==> config.mk <==
export PLATFORM = sky130hd
export DESIGN_NAME = instruction_fetch_unit
export DESIGN_NICKNAME = d
export VERILOG_FILES = /design/src/rtl/instruction_fetch_unit.sv
export SDC_FILE = /design/constraint.sdc
export NUM_CORES = 1
export LEC_CHECK = 0
export CAP_MARGIN = 15
export CORE_MARGIN = 2
export CORE_UTILIZATION = 42
export DETAILED_ROUTE_END_ITERATION = 10
export HOLD_SLACK_MARGIN = 0.1
export PLACE_DENSITY = 0.8
export SYNTH_ARGS = -nofsm -noshare
export SYNTH_HDL_FRONTEND = slang
export SYNTH_SLANG_ARGS = --single-unit
==> constraint.sdc <==
create_clock -name clock -period 2.5 [get_ports clock]
set_input_delay 0.5 -clock clock [delete_from_list [all_inputs] [get_ports clock]]
set_output_delay 0.5 -clock clock [all_outputs]
set_load 0.05 [all_outputs]
==> src/rtl/instruction_fetch_unit.sv <==
`default_nettype none
// ============================================================================
// Module      : instruction_fetch_unit
// Description : Fetch stage feeding decode_instruction. Owns the program
//               counter, issues word reads to instruction memory over a
//               req/ack handshake, latches the returned word into an
//               instruction register and presents it to the decoder over a
//               valid/ready handshake. Accepts branch/jump redirects from
//               execute.
//
// Ports:
//   clock          in   system clock, all state on rising edge
//   reset          in   synchronous active-high reset, highest priority
//   mem_req        out  instruction memory read request
//   mem_addr       out  word address of the outstanding read
//   mem_ack        in   memory returns mem_rdata this cycle
//   mem_rdata      in   read data, valid when mem_ack
//   redirect_valid in   load a new PC (branch/jump taken)
//   redirect_addr  in   redirect target
//   instr_valid    out  instruction register holds a live instruction
//   instr_ready    in   decoder consumes the instruction this cycle
//   instruction    out  instruction register
//   pc_addr        out  address of the presented instruction
//   next_pc_addr   out  pc_addr + 1 (wraps)
//   stall_count    out  stall cycle counter (FETCH_STALL_COUNT_EN only)
//
// Build option:
//   FETCH_STALL_COUNT_EN - adds the saturating 32-bit stall_count output.
//
// Revision    : 1.0 - initial release
// ============================================================================
module instruction_fetch_unit #(
    parameter int                           ADDRESS_BUS_WIDTH = 16,
    parameter int                           INSTRUCTION_WIDTH = 32,
    parameter logic [ADDRESS_BUS_WIDTH-1:0] RESET_VECTOR      = '0
) (
    input  logic                         clock,
    input  logic                         reset,
    output logic                         mem_req,
    output logic [ADDRESS_BUS_WIDTH-1:0] mem_addr,
    input  logic                         mem_ack,
    input  logic [INSTRUCTION_WIDTH-1:0] mem_rdata,
    input  logic                         redirect_valid,
    input  logic [ADDRESS_BUS_WIDTH-1:0] redirect_addr,
    output logic                         instr_valid,
    input  logic                         instr_ready,
    output logic [INSTRUCTION_WIDTH-1:0] instruction,
    output logic [ADDRESS_BUS_WIDTH-1:0] pc_addr,
    output logic [ADDRESS_BUS_WIDTH-1:0] next_pc_addr
`ifdef FETCH_STALL_COUNT_EN
    ,
    output logic [31:0]                  stall_count
`endif
);

    // ------------------------------------------------------------------------
    // Constants
    // ------------------------------------------------------------------------
    localparam logic [1:0] c_S_IDLE = 2'd0;
    localparam logic [1:0] c_S_REQ  = 2'd1;
    localparam logic [1:0] c_S_HOLD = 2'd2;

    localparam logic [ADDRESS_BUS_WIDTH-1:0] c_PC_STEP =
        {{(ADDRESS_BUS_WIDTH-1){1'b0}}, 1'b1};

    // ------------------------------------------------------------------------
    // State
    // ------------------------------------------------------------------------
    logic [1:0]                   r_state;
    logic [ADDRESS_BUS_WIDTH-1:0] r_fetch_pc;
    logic [ADDRESS_BUS_WIDTH-1:0] r_pc_addr;
    logic [INSTRUCTION_WIDTH-1:0] r_instruction;
    logic                         r_instr_valid;
    // Set when the PC was redirected while a read was already in flight:
    // the next mem_ack belongs to the stale address and must be dropped.
    logic                         r_redirect_pending;

    logic                         w_mem_req;

    // The request is a pure function of state, so after reset (S_IDLE) it is
    // low and any late acknowledge from an abandoned transaction is ignored.
    assign w_mem_req = (r_state == c_S_REQ);

    // ------------------------------------------------------------------------
    // Fetch control
    // ------------------------------------------------------------------------
    always_ff @(posedge clock) begin
        if (reset) begin
            r_state            <= c_S_IDLE;
            r_fetch_pc         <= RESET_VECTOR;
            r_pc_addr          <= RESET_VECTOR;
            r_instruction      <= '0;
            r_instr_valid      <= 1'b0;
            r_redirect_pending <= 1'b0;
        end else begin
            case (r_state)
                c_S_IDLE: begin
                    if (redirect_valid) begin
                        r_fetch_pc <= redirect_addr;
                    end
                    r_state <= c_S_REQ;
                end

                c_S_REQ: begin
                    if (redirect_valid) begin
                        // New target replaces the address on the bus. If the
                        // ack arrives in this same cycle its data belongs to
                        // the old address and is simply not captured; the
                        // next request already targets redirect_addr.
                        r_fetch_pc         <= redirect_addr;
                        r_redirect_pending <= ~mem_ack;
                    end else if (mem_ack) begin
                        if (r_redirect_pending) begin
                            // Stale data for the pre-redirect address.
                            r_redirect_pending <= 1'b0;
                        end else begin
                            r_instruction <= mem_rdata;
                            r_pc_addr     <= r_fetch_pc;
                            r_fetch_pc    <= r_fetch_pc + c_PC_STEP;
                            r_instr_valid <= 1'b1;
                            r_state       <= c_S_HOLD;
                        end
                    end
                end

                c_S_HOLD: begin
                    if (redirect_valid) begin
                        // The branch itself was consumed earlier; whatever is
                        // held now is on the wrong path, so it is dropped even
                        // if the decoder is ready this cycle.
                        r_instr_valid <= 1'b0;
                        r_fetch_pc    <= redirect_addr;
                        r_state       <= c_S_REQ;
                    end else if (instr_ready) begin
                        r_instr_valid <= 1'b0;
                        r_state       <= c_S_REQ;
                    end
                end

                default: begin
                    r_state <= c_S_IDLE;
                end
            endcase
        end
    end

    // ------------------------------------------------------------------------
    // Outputs
    // ------------------------------------------------------------------------
    assign mem_req      = w_mem_req;
    assign mem_addr     = r_fetch_pc;
    assign instr_valid  = r_instr_valid;
    assign instruction  = r_instruction;
    assign pc_addr      = r_pc_addr;
    assign next_pc_addr = r_pc_addr + c_PC_STEP;

`ifdef FETCH_STALL_COUNT_EN
    // ------------------------------------------------------------------------
    // Stall counter: cycles spent waiting on memory or on the decoder.
    // ------------------------------------------------------------------------
    logic [31:0] r_stall_count;
    logic        w_stall_cycle;

    assign w_stall_cycle = (w_mem_req && !mem_ack) ||
                           (r_instr_valid && !instr_ready);

    always_ff @(posedge clock) begin
        if (reset) begin
            r_stall_count <= 32'd0;
        end else if (w_stall_cycle && (r_stall_count != 32'hFFFF_FFFF)) begin
            r_stall_count <= r_stall_count + 32'd1;
        end
    end

    assign stall_count = r_stall_count;
`endif

endmodule
`default_nettype wire

* Yosys cells after proc, flatten, opt, wreduce, memory -nomap -nowiden
Index checks and enable logic that the tools add are counted.
Operators by class: add/sub/neg operators 2, eq/ne operators 9, mux-type cells 19, bitwise operators 3, reduce and logical (&&, ||, !) cells 10
Operators by type and width (count):
- 16-bit 2-to-1 mux | 4
- 16-bit by 1-bit adder with 16-bit output, second input constant | 2
- 16-bit one-hot mux with 2 select lines | 1
- 4-bit AND reduction | 3
- 2-bit 2-to-1 mux | 5
- 1-bit 2-to-1 mux | 7
- 3-bit inequality test, second input constant | 2
- 2-bit one-hot mux with 3 select lines | 1
- 2-bit nonzero test | 3
- 5-bit AND reduction | 1
- 2-bit by 1-bit inequality test with 1-bit output, second input constant | 2
- 2-bit inequality test, second input constant | 2
- 3-bit by 1-bit inequality test with 1-bit output, second input constant | 1
- 1-bit NOT | 3
- 2-bit by 1-bit == test with 1-bit output, second input constant | 1
- 2-bit == test, second input constant | 1
- 2-bit zero test | 1
- 1-bit one-hot mux with 2 select lines | 1
- 2-bit AND reduction | 1
- 2-bit OR reduction | 1
Word-level totals: flip-flop bits (word level) 68, input port bits 53, output and inout port bits 82

* Depth between registers and ports, before layout
Gate-level depths: netlist of run 1.
depth in word-level cells 5, mapped depth 8

* Least setup slack after synthesis of run 1
No wires, ideal clock.
path type reg-to-output, start register r_pc_addr[2] (netlist: pc_addr[2]), end output next_pc_addr[15], data arrival time 2.310 ns, data required time 2.000 ns, path slack -0.310 ns, cell stages (with the launch flop) 5, path buffers 0, cells stage by stage dfxtp_1 > and4_1 > nand3_1 > nor4_1 > xor2_1
Between the ends: longest elaborated chain between the ends 1
Ends and longest elaborated chain:
- start, declared | RTL line 71 | logic [ADDRESS_BUS_WIDTH-1:0] r_pc_addr;
- start signal, assigned | RTL line 118 | r_pc_addr <= r_fetch_pc;
- 16-bit by 1-bit adder with 16-bit output | RTL line 155 | assign next_pc_addr = r_pc_addr + c_PC_STEP;
- end, declared | RTL line 49 | output logic [ADDRESS_BUS_WIDTH-1:0] next_pc_addr
Every way passes these cells.

* Worst setup path in the final report of run 1
start register r_pc_addr[7] (netlist: pc_addr[7]), end output next_pc_addr[14]
Same word-level chain as after synthesis.

==> results of run 1 <==
per-stage QoR:
| stage | worst slack (ns) | power [mW] |
|---|---|---|
| floorplan | -0.06584 | 1.494 |
| global placement | 0.3667 | 1.720 |
| detailed placement | 0.3176 | 1.730 |
| CTS | 0.01403 | 2.709 |
| global route | -0.04642 | 2.796 |
| finish | 0.06702 | 2.699 |
final cells by class:
cell class	count	area [um2]
inverters	9	33.78
repair buffers	147	1499
multi-input cells	297	1654
well taps	99	123.9
flip-flops and latches	68	1368
clock buffers	9	123.9
fillers	573	2285
clock inverters	6	88.84
tightest hold or removal path: cells and delay by family, from the launching register on:
kind | cells | cell delay, ns
flip-flops | 1 | 0.31
AND/OR/NAND/NOR | 1 | 0.05
AO/OA/AOI/OAI | 1 | 0.05
flip-flops by register name (all words and copies together), names as in the netlist:
signal and cells:
instr_valid 1, r_state 2, mem_addr 16, instruction 32, r_redirect_pending 1, pc_addr 16
kinds of logic after synthesis:
| group | synth area share (%) |
|---|---|
| adders and majority gates | 0.8116 |
| DFF | 44.16 |
| xor gates and xnor gates | 3.977 |
| and+or+nand+nor | 28.37 |
| muxes | 0.3652 |
| AOI/OAI and AO/OA | 17.74 |
| buffers and inverters | 4.586 |
power by group:
group	internal, mW	leakage, nW	switching [mW]
Sequential	1.13	0.556	0.0565
Combinational	0.214	1.04	0.313
Clock	0.557	0.102	0.432
synth_stat cells:
| cell | n | share of area [%] |
|---|---|---|
| mux2_2 | 1 | 0.37 |
| nand2_1 | 108 | 13 |
| or3_1 | 5 | 1.0 |
| and3b_1 | 1 | 0.28 |
| or4_1 | 5 | 1.2 |
| nand4_1 | 10 | 2.0 |
| a31oi_1 | 9 | 1.8 |
| xor2_1 | 6 | 1.7 |
| o21ai_0 | 4 | 0.65 |
| nand3b_1 | 2 | 0.49 |
| and4_1 | 2 | 0.57 |
| inv_1 | 9 | 1.1 |
| o21ai_1 | 6 | 0.97 |
| a311oi_1 | 1 | 0.28 |
| and3_1 | 1 | 0.20 |
| nor3b_1 | 1 | 0.24 |
| xnor2_1 | 8 | 2.3 |
| o21a_1 | 2 | 0.49 |
| nor2_1 | 9 | 1.1 |
| nor4_1 | 7 | 1.4 |
| o32ai_1 | 1 | 0.28 |
| nor4b_1 | 1 | 0.28 |
| nand3_2 | 1 | 0.32 |
| o311a_1 | 1 | 0.32 |
| o31a_1 | 1 | 0.28 |
| nand3_1 | 13 | 2.1 |
| nor2b_1 | 4 | 0.81 |
| a32oi_1 | 7 | 2.0 |
| clkbuf_1 | 22 | 2.7 |
| buf_2 | 5 | 0.81 |
| a211oi_1 | 2 | 0.49 |
| nand4_4 | 1 | 0.69 |
| nor3_1 | 10 | 1.6 |
| dfxtp_1 | 68 | 44 |
| and2_0 | 1 | 0.20 |
| a211o_1 | 2 | 0.57 |
| ha_1 | 2 | 0.81 |
| a21oi_1 | 59 | 9.6 |
| nand2b_1 | 3 | 0.61 |
routing by layer:
layer	GRT usage (%)	vias up	routed length [um]
li1	-	1655	-
met1	29.39	1603	3962
met2	36.83	161	4692
met3	4.662	21	707
met4	9.905	0	246
met5	0	-	0
cells in the final DEF, fill, tap and decap left out, types with 2 or more instances in the layout:
| cell | instances |
|---|---|
| a211o_1 | 2 |
| a211oi_1 | 2 |
| a21oi_1 | 59 |
| a31oi_1 | 9 |
| a32oi_1 | 7 |
| and4_1 | 2 |
| buf_12 | 7 |
| buf_4 | 17 |
| bufinv_16 | 2 |
| clkbuf_8 | 9 |
| clkdlybuf4s50_1 | 120 |
| clkinvlp_4 | 2 |
| dfxtp_1 | 63 |
| dfxtp_2 | 5 |
| dlymetal6s2s_1 | 2 |
| ha_1 | 2 |
| inv_1 | 9 |
| nand2_1 | 108 |
| nand2b_1 | 3 |
| nand3_1 | 12 |
| nand3_2 | 2 |
| nand3b_1 | 2 |
| nand4_1 | 10 |
| nor2_1 | 9 |
| nor2b_1 | 4 |
| nor3_1 | 8 |
| nor3_2 | 2 |
| nor4_1 | 5 |
| o21a_1 | 2 |
| o21ai_0 | 4 |
| o21ai_1 | 6 |
| or3_1 | 5 |
| or4_1 | 5 |
| xnor2_1 | 8 |
| xor2_2 | 5 |
path summary, 6_finish.rpt:
kind	to	slack, ns
min	instruction[4]	0.45
max	next_pc_addr[14]	0.07
max reg2reg	mem_addr[11]	0.41
min reg2reg	instruction[4]	0.45
repair_timing:
action | CTS | global route
setup endpoints to repair | 1 | 5
buffers inserted | 0 | 0
resized for setup | 1 | 6
pin swaps | 0 | 0
gates cloned | 0 | 0
==> run_results.csv, run 1 <==
group,metric,value,unit
routing,via_per_inst,5.417,
clocking,clock_sinks,68,
clocking,tritoncts,"done",
routing,dr.pass1.iters,5,
timing,fin_skew,0.01089,ns
floorplanning,dieArea,0.008042,mm2
timing,hold_viol,0,
clocking,cts_buffers,9,
timing,fin_tns_setup,0,ns
synthesis,syn_inst,401,
finish,drive_above_1_share,10.82,%
floorplanning,die_w,89.68,um
timing,setup_viol,0,
timing,rsz0062_at_grt,"yes",
worst_setup_path,crit_start,"pc_addr[7]",
worst_setup_path,crit_path_start_kind,"register",
worst_setup_path,critPathTopFamily,"simple AND/OR/NAND/NOR gates",
synthesis,synth_nets,456,
clocking,clockBufferDepth,2,
finish,area_delta_synth_final,58.64,%
global_route,grt_pass1_vias,2877,
synthesis,synth.avg_cell_area,7.688,um2
timing,tightestPinTransition,0.5341,ns
synthesis,ys_warn_count,0,
worst_hold_path,hold_start,"instruction[4]",
floorplanning,core-area,0.007176,mm2
timing,fmax,411.0,MHz
placed_design,dpl_cell_area,0.004642,mm2
pwr,leakage,1.695,nW
worst_setup_path,cpMaxStageDelayCell,"nor4_2",
floorplanning,pin_count,135,
timing,fin_crit,2.433,ns
global_route,overflow,0,
worst_setup_path,crit_path_max_incr_delay,0.46,ns
routing,wirelength,9609,um
timing,post-route-period-util,97.32,%
global_route,grt_start_max_net_pins,50,
finish,fin_area,0.004891,mm2
pwr,ir_worst_vdd,0.3355,mV
clocking,root_buffer,"clkbuf_8",
worst_hold_path,min_path_cells,2,
worst_setup_path,crit_chain,"nand3_1 -> nor4_2 -> xor2_2 -> buf_12",
placed_design,place.gp.congestion,0.9388,
placed_design,dp_cells,620,
finish,fin_cells,635,
floorplanning,row_count,31,
synthesis,syn_area,0.003083,mm2
routing,ant_nets,0,
placed_design,hpwl,6771,um
synthesis,synth_seq_area_share,44.16,%
routing,drt_iter0_drc,386,
worst_setup_path,r2r_start,"mem_addr[2]",
timing,relSlewSlack,64.28,%
global_route,antenna_found_initial,0,
clocking,clk_latency,0.36,ns
worst_setup_path,critPathKind,"register to output pin",
global_route,track_usage,22.76,%
worst_setup_path,path_buf_inv,1,
placed_design,port_buffers,134,
worst_setup_path,worstPathArrival,1.93,ns
worst_setup_path,cp_max_fo,7,
floorplanning,chipHeight,89.68,um
timing,drv_slew,0,
worst_setup_path,end_kind,"output pin",
clocking,cts_hold_buf,0,
floorplanning,start_util,42.96,%
clocking,path_clk_slew,0.07,ns
routing,via_count,3440,
routing,drc,0,
worst_setup_path,required,2.00,ns
pwr,power_density,551.9,mW/mm2
finish,final_nets,587,
run_status,status,"finished, final reports clean",
global_route,grt_pass1_wl,14070,um
worst_hold_path,hp-class,"register to register",
finish,antenna_cells,0,
worst_setup_path,r2r_cells,4,
flow_run,drv_cap,0,
finish,utilization,68.16,%
timing,hold_ws,0.4547,ns
synthesis,synthDistinctLibCells,39,
synthesis,yosys_register_bits,68,
worst_setup_path,worst-path-stages,4,
routing,post_drt_wl_per_cell,15.13,um
clocking,htreeDepth,3,
(Power assumes the default switching activity.)
==> inputs of run 2 (changes only) <==
ABC_CLOCK_PERIOD_IN_PS = 2500   (was unset)
GPL_TIMING_DRIVEN = 1   (was unset)
PLACE_DENSITY = 0.77   (was 0.8)
==> run 2 against run 1 <==
  * Critical path depth grew 2
  * Core utilization rose by 0.40 points
  * Cell area is 0.59% higher
  * Worst hold slack improved by 0.00071 ns
  * Largest cell class unchanged
  * Register-to-register slack better by 0.04 ns
  * Die area is the same
==> run_results.csv, run 2 (same netlist as run 1, synthesis figures left out) <==
group,metric,value,unit
run_status,status,"finished, final reports clean",
worst_setup_path,crit_start,"pc_addr[2]",
routing,post_drt_wl_per_cell,14.45,um
pwr,power_density,568.4,mW/mm2
clocking,htreeDepth,3,
timing,fin_ws,0.07961,ns
floorplanning,row_count,31,
global_route,antenna_found_initial,0,
worst_hold_path,hold_start,"instruction[19]",
worst_setup_path,cpMaxStageDelayCell,"dfxtp_2",
clocking,post_cts_buffers,0,
floorplanning,die_w,89.68,um
placed_design,port_buffers,134,
finish,nFillCells,586,
finish,fin_cells,639,
routing,via_count,3394,
global_route,grt_start_max_net_pins,36,
worst_setup_path,end_kind,"output pin",
worst_setup_path,critPathTopFamily,"simple AND/OR/NAND/NOR gates",
timing,fin_crit,2.420,ns
worst_setup_path,cp_max_fo,7,
global_route,track_usage,22.25,%
worst_setup_path,worstPathArrival,1.92,ns
floorplanning,dieArea,0.008042,mm2
global_route,grt_pass1_vias,2965,
routing,drt_iter0_drc,203,
finish,layout_commonest_cell,"clkdlybuf4s50_1",
pwr,leakage,1.696,nW
timing,post-route-period-util,96.82,%
finish,layout_common_cells,"clkdlybuf4s50_1, nand2_1, dfxtp_1, a21oi_1, buf_4",
placed_design,dp_cells,623,
clocking,tritoncts,"done",
finish,final_nets,590,
worst_setup_path,critPathKind,"register to output pin",
clocking,cts_hold_buf,0,
worst_setup_path,r2r_start,"mem_addr[2]",
timing,setup_viol,0,
clocking,path_clk_slew,0.08,ns
pwr,ir_worst_vdd,0.4585,mV
finish,antenna_cells,0,
placed_design,hpwl,6766,um
finish,area_delta_synth_final,59.58,%
placed_design,place.gp.congestion,0.8865,
routing,ant_nets,0,
worst_setup_path,crit_chain,"and4_4 -> nand3_1 -> nor4_2 -> buf_4 -> xor2_2 -> buf_12",
worst_setup_path,crit_path_start_kind,"register",
clocking,clock_sinks,68,
finish,largest_reg_flops,32,
clocking,clockBufferDepth,2,
timing,drv_slew,0,
global_route,overflow,0,
global_route,grt_pass1_wl,14110,um
timing,rsz0062_at_grt,"yes",
floorplanning,pin_count,135,
finish,utilization,68.56,%
timing,fin_tns_setup,0,ns
floorplanning,start_util,42.96,%
placed_design,place_ws,0.2291,ns
worst_setup_path,crit_path_max_incr_delay,0.39,ns
timing,fmax,413.2,MHz
timing,fin_skew,0.01119,ns
routing,dr.pass1.iters,4,
timing,relSlewSlack,64.54,%
routing,via_per_inst,5.311,
clocking,root_buffer,"clkbuf_8",
timing,hold_viol,0,
flow_run,drv_cap,0,
finish,drive_above_1_share,11.67,%
routing,drc,0,
timing,hold_ws,0.4554,ns
timing,tightestPinTransition,0.5303,ns
clocking,clk_latency,0.34,ns
worst_setup_path,path_buf_inv,2,
worst_setup_path,required,2.00,ns
floorplanning,core-area,0.007176,mm2
floorplanning,chipHeight,89.68,um
routing,wirelength,9234,um
worst_hold_path,hp-class,"register to register",
clocking,cts_buffers,9,
-- run 2: cell types whose count changed in the layout (fill, tap and decap cells not counted), sizes merged --
cell	change
clkinvlp	-2
clkinv	+2
buf	+3
clkbuf	+1
bufinv	+1
dlygate4sd2	+1
dlymetal6s2s	-1
inv	-1
-- run 2: timing repair --
item,CTS,global route
resized for setup,4,4
cloned,0,0
setup endpoints to repair,3,3
-- run 2: final timing paths --
| kind | endpoint | slack (ns) | cells after the start |
|---|---|---|---|
| max | next_pc_addr[15] | 0.08 | 6 |
| min | instruction[19] | 0.46 | 2 |
| max reg2reg | mem_addr[14] | 0.45 | 4 |
| min reg2reg | instruction[19] | 0.46 | 2 |
-- run 2: stage by stage --
stage,instance area [um2],power [mW]
after floorplan,3127,1.494
after global placement,4652,1.722
after detailed placement,4652,1.728
after CTS,4901,2.816
after global routing,4920,2.905
final,4920,2.797
-- run 2: tightest hold or removal path, stage by stage (launching register included) --
cell,delay [ns]
dfxtp_1,0.31
nand2_1,0.05
a21oi_1,0.05
-- run 2: cell type report --
| cell class | instances | area, um2 | area share [%] |
|---|---|---|---|
| inverters | 9 | 33.78 | 0.6867 |
| clock inverters | 6 | 112.6 | 2.289 |
| flip-flops and latches | 68 | 1369 | 27.82 |
| well taps | 99 | 123.9 | 2.518 |
| repair buffers | 150 | 1505 | 30.60 |
| clock buffers | 10 | 127.6 | 2.594 |
| multi-input cells | 297 | 1648 | 33.49 |
-- run 2: report_power, final --
| part | leakage [nW] | switching (mW) | internal [mW] | total [mW] |
|---|---|---|---|---|
| Combinational | 1.02 | 0.311 | 0.214 | 0.525 |
| Clock | 0.120 | 0.425 | 0.665 | 1.09 |
| Sequential | 0.557 | 0.0550 | 1.13 | 1.18 |
-- run 2: routing by layer --
layer  global-route usage (%)  up-vias  share of wire, %
met4                    9.227        0               1.7
met2                    34.29      139                48
li1                         -     1666                 -
met1                    30.44     1572                42
met3                    4.479       17               7.9
met5                        0        -                 0
